<file path="src/rtl/rr_arbiter8.sv">
// Eight-way round-robin arbiter with held grants and registered one-hot/index outputs.
// Optional grant-hold limit enabled by defining ARB_TIMEOUT_EN (limit set by MAX_HOLD).
module rr_arbiter8 #(
  parameter int unsigned MAX_HOLD = 16
) (
  input  logic       clk,
  input  logic       rst,
  input  logic [7:0] req,
  output logic [7:0] gnt,
  output logic [2:0] gnt_id,
  output logic       gnt_valid,
  output logic       timeout
);

  typedef enum logic [0:0] {
    IDLE  = 1'b0,
    GRANT = 1'b1
  } state_t;

  state_t     state_r, state_s;
  logic [2:0] ptr_r, ptr_s;
  logic [7:0] gnt_s;
  logic [2:0] gnt_id_s;
  logic       gnt_valid_s;
  logic       timeout_s;
  logic [2:0] winner_s;

`ifdef ARB_TIMEOUT_EN
  localparam logic [7:0] HOLD_LAST = 8'(MAX_HOLD - 1);
  logic [7:0] hold_r, hold_s;
`endif

  // First set bit found scanning upward from p, wrapping past bit 7.
  function automatic logic [2:0] pick_winner(input logic [7:0] r, input logic [2:0] p);
    logic [2:0] idx;
    pick_winner = p;
    for (int i = 7; i >= 0; i--) begin
      idx = p + 3'(i);
      if (r[idx]) begin
        pick_winner = idx;
      end else begin
        pick_winner = pick_winner;
      end
    end
  endfunction

  assign winner_s = pick_winner(req, ptr_r);

  // Next-state and next-output decode.
  always_comb begin
    state_s     = state_r;
    ptr_s       = ptr_r;
    gnt_s       = gnt;
    gnt_id_s    = gnt_id;
    gnt_valid_s = gnt_valid;
    timeout_s   = 1'b0;
`ifdef ARB_TIMEOUT_EN
    hold_s      = hold_r;
`endif
    case (state_r)
      IDLE: begin
        if (req != 8'h00) begin
          state_s     = GRANT;
          gnt_s       = 8'h01 << winner_s;
          gnt_id_s    = winner_s;
          gnt_valid_s = 1'b1;
`ifdef ARB_TIMEOUT_EN
          hold_s      = 8'd0;
`endif
        end else begin
          gnt_s       = 8'h00;
          gnt_valid_s = 1'b0;
        end
      end
      GRANT: begin
        // Release wins over expiry, so a timeout only fires while req is still held.
        if (!req[gnt_id]) begin
          state_s     = IDLE;
          ptr_s       = gnt_id + 3'd1;
          gnt_s       = 8'h00;
          gnt_valid_s = 1'b0;
`ifdef ARB_TIMEOUT_EN
        end else if (hold_r == HOLD_LAST) begin
          state_s     = IDLE;
          ptr_s       = gnt_id + 3'd1;
          gnt_s       = 8'h00;
          gnt_valid_s = 1'b0;
          timeout_s   = 1'b1;
        end else begin
          hold_s      = hold_r + 8'd1;
`else
        end else begin
          state_s     = GRANT;
`endif
        end
      end
      default: begin
        state_s     = IDLE;
        gnt_s       = 8'h00;
        gnt_valid_s = 1'b0;
      end
    endcase
  end

  // State, pointer and registered outputs.
  always_ff @(posedge clk) begin
    if (rst) begin
      state_r   <= IDLE;
      ptr_r     <= 3'd0;
      gnt       <= 8'h00;
      gnt_id    <= 3'd0;
      gnt_valid <= 1'b0;
      timeout   <= 1'b0;
`ifdef ARB_TIMEOUT_EN
      hold_r    <= 8'd0;
`endif
    end else begin
      state_r   <= state_s;
      ptr_r     <= ptr_s;
      gnt       <= gnt_s;
      gnt_id    <= gnt_id_s;
      gnt_valid <= gnt_valid_s;
      timeout   <= timeout_s;
`ifdef ARB_TIMEOUT_EN
      hold_r    <= hold_s;
`endif
    end
  end

endmodule

</file>
<file path="config.mk">
export PLATFORM = sky130hd
export DESIGN_NAME = rr_arbiter8
export DESIGN_NICKNAME = d
export VERILOG_FILES = /design/src/rtl/rr_arbiter8.sv
export SDC_FILE = /design/constraint.sdc
export NUM_CORES = 1
export LEC_CHECK = 0
export ABC_AREA = 1
export ABC_CLOCK_PERIOD_IN_PS = 7600
export BUFFER_PORTS_ARGS = -buffer_cell sky130_fd_sc_hd__buf_2
export CAP_MARGIN = 20
export CORE_MARGIN = 2
export CORE_UTILIZATION = 55
export CTS_BUF_LIST = sky130_fd_sc_hd__clkbuf_4 sky130_fd_sc_hd__clkbuf_8
export CTS_CLUSTER_SIZE = 30
export DETAILED_ROUTE_END_ITERATION = 8
export GPL_ROUTABILITY_DRIVEN = 0
export PLACE_DENSITY = 0.9
export RECOVER_POWER = 100
export SLEW_MARGIN = 15
export SYNTH_ARGS = -nofsm -noshare
export SYNTH_HDL_FRONTEND = slang
export SYNTH_SLANG_ARGS = --single-unit
</file>
<file path="constraint.sdc">
create_clock -name clk -period 7.6 [get_ports clk]
set_clock_uncertainty 0.15 [all_clocks]
set_input_delay 0.76 -clock clk [delete_from_list [all_inputs] [get_ports clk]]
set_output_delay 0.76 -clock clk [all_outputs]
set_load 0.05 [all_outputs]
</file>
==> flow_summary.json <==
{
  "ys_ff_latch": 16,
  "cts_num_sinks": 16,
  "num-nets-final": 261,
  "grt_setup_unrepaired": "no",
  "die_width_um": 55.6,
  "cp.required_ns": 7.67,
  "antenna_found_initial": 0,
  "synth-warning-count": 0,
  "antenna_cells": 0,
  "period_share_pct": 43.7,
  "core_area_um2": 2500,
  "run_status": "completed",
  "finish.instance_area_um2": 1540,
  "timing.slew.headroom_pct": 60.0,
  "clockRootBuffer": "sky130_fd_sc_hd__clkbuf_4",
  "clk_latency_worst_skew_pair_ns": 0.29,
  "timing.critical_path.arrival_ns": 3.40,
  "synth_sequential_area_ratio_pct": 21.8,
  "post-route-drc-count": 0,
  "synth_enable_flop_cells": 0,
  "crit_type": "flop to flop",
  "grt_start_max_net_pins": 12,
  "placed_area_um2": 1550,
  "synth_cell_types": 30,
  "i_o_pin_total": 23,
  "area_growth_from_synthesis_to_final_layout_pct": 5.20,
  "fin_worst_hold_slack_ns": 0.322,
  "start_util_pct": 58.7,
  "synth.net_count": 241,
  "grt_pass1_vias": 1267,
  "post_cts.resized_instances": 0,
  "synth_async_sr_flop_share_pct": 0,
  "dr.first_iter.drc_count": 47,
  "timing_hold_violations_final": 0,
  "cp-start-kind": "flop",
  "worstMarginPinSlew_ns": 0.603,
  "timing.critical_path.buf_inv": 2,
  "drive_gt1_share_pct": 20.6,
  "post_drt_wl_per_cell_um": 11.5,
  "place.detailed.hpwl_mm": 2.56,
  "critPathTopFamily": "simple AND/OR/NAND/NOR gates",
  "wire_length_of_the_first_global_routing_pass_mm": 5.50,
  "post-place-cells": 273,
  "layout_min_cycle_time_ns": 3.32,
  "critical-path-max-stage-delay_ns": 0.59,
  "cts-root-to-sink-buffers": 2,
  "input_output_buffers": 21,
  "worstSetupEndpointType": "flop",
  "cts_tree": "done",
  "cts_hold_repair.buffers": 0,
  "drt-pass1-iter-count": 5,
  "timing.critical_path.fanout_max": 11,
  "clkTransAtPathRegs_ns": 0.09,
  "synth_flop_type": "sky130_fd_sc_hd__dfxtp_1",
  "achievable-frequency_ghz": 0.301,
  "tritoncts_buffer_count": 3,
  "grtUsageTotal_pct": 21.6,
  "avgViaCountPerCell": 5.30,
  "fp-row-count": 18,
  "layout.cells.non_filler": 277,
  "final-setup-viol-count": 0,
  "layout_filler_cell_count": 241,
  "cell_area_synth_um2": 1470,
  "cp_common_cell": "sky130_fd_sc_hd__nand2_1",
  "hold_path_class": "flop to flop",
  "cap_violations": 0,
  "slew_violations": 0,
  "finalSetupTns_ns": 0,
  "critical_path.slowest_cell": "sky130_fd_sc_hd__ha_1",
  "wl_mm": 3.18,
  "clock_tree.htree_level_count": 1,
  "globalRouteOverflowTotal": 0,
  "chipHeight_um": 55.6,
  "cp_cell_sequence": "clkinvlp_2 -> ha_1 -> inv_1 -> nand3_1 -> nand3_2 -> nand2_2 -> nand2_2 -> nand2_1 -> nand2_1 -> nand2_1 -> nand2_1 -> nand2_1 -> nand2_1 -> nand2_2 -> nand2_1 -> nor2_1 -> nand2_1 -> a21oi_1",
  "fp.dieArea_um2": 3100,
  "avgSynthCellArea_um2": 6.43,
  "synthCells": 228,
  "cts_setup_buffers": 0,
  "antenna_violating_nets_remaining": 0,
  "detailroute.via_count": 1467
}
==> worst reg2reg max path: cells and delay by family (launching register included) <==
kind / cells / cell delay, ns
compound gates: 1 / 0.11
fa+ha+maj: 1 / 0.59
buf+inv: 2 / 0.63
flops: 1 / 0.58
simple gates: 14 / 1.20
==> stage by stage <==
stage | utilization (%) | setup WS [ns]
after global routing | 61.7 | 3.97
after global placement | 62.1 | 4.80
after detailed placement | 62.1 | 4.73
final | 61.7 | 4.28
after floorplan | - | 5.20
after CTS | 63.6 | 4.72
==> layout by cell type, fill, tap and decap left out, drive strengths merged <==
master	count
a21oi	20
a31oi	1
and3	1
buf	8
clkbuf	17
clkinv	1
clkinvlp	1
conb	1
dfxtp	16
ha	3
inv	30
nand2	78
nand3	37
nor2	17
nor4	1
o21a	1
o21ai	10
o221ai	2
xor2	2
==> sequential cells by signal, indices dropped and copies added, names as in the netlist <==
signal	count
gnt	8
gnt_valid	1
gnt_id	3
state_r	1
ptr_r	3
==> layout make-up <==
class | count | area (um2) | share of cell area (%)
inverter | 32 | 124 | 8.03
multi-input combinational | 174 | 936 | 60.7
tap | 30 | 37.5 | 2.43
clock buffer | 4 | 36.3 | 2.35
sequential | 16 | 320 | 20.8
timing repair buffer | 21 | 88.8 | 5.76
==> layer usage <==
metal	track usage [%]	up-vias	wire, um
met4	5.23	0	19
met2	37.8	42	1590
met1	28.8	648	1450
met3	1.40	3	122
li1	-	774	-
met5	0	-	0
==> Yosys cell counts, drive strengths merged (2+ instances only) <==
cell / count / share of area [%]
a21oi: 20 / 7.6
xor2: 2 / 1.2
nand3: 37 / 18
buf: 5 / 3.6
o21ai: 10 / 3.4
dfxtp: 16 / 22
clkinv: 2 / 0.60
nand2: 78 / 24
ha: 3 / 2.6
inv: 30 / 7.9
o221ai: 2 / 1.2
nor2: 17 / 5.4
==> final timing paths <==
path	cells after the start	startpoint	to	slack [ns]
setup reg to reg	18	ptr_r[1]$_SDFFE_PP0P_	gnt[6]$_SDFFE_PP0P_	4.28
hold / removal	2	gnt[2]$_SDFFE_PP0P_	gnt[2]$_SDFFE_PP0P_	0.32
setup / recovery	18	ptr_r[1]$_SDFFE_PP0P_	gnt[6]$_SDFFE_PP0P_	4.28
hold reg to reg	2	gnt[2]$_SDFFE_PP0P_	gnt[2]$_SDFFE_PP0P_	0.32
==> logic make-up after synthesis <==
| family | count (synthesis) | synth area share [%] |
|---|---|---|
| buffers and inverters | 38 | 12.3 |
| AO/OA/AOI/OAI | 34 | 13.1 |
| AND/OR/NAND/NOR | 134 | 48.7 |
| adder cells (fa/ha/maj) | 3 | 2.56 |
| other | 1 | 0.256 |
| flip-flops | 16 | 21.8 |
| XOR/XNOR | 2 | 1.19 |
Power is not shown: default switching activity piles up to over one toggle a cycle in this logic, so the estimate is an artifact.
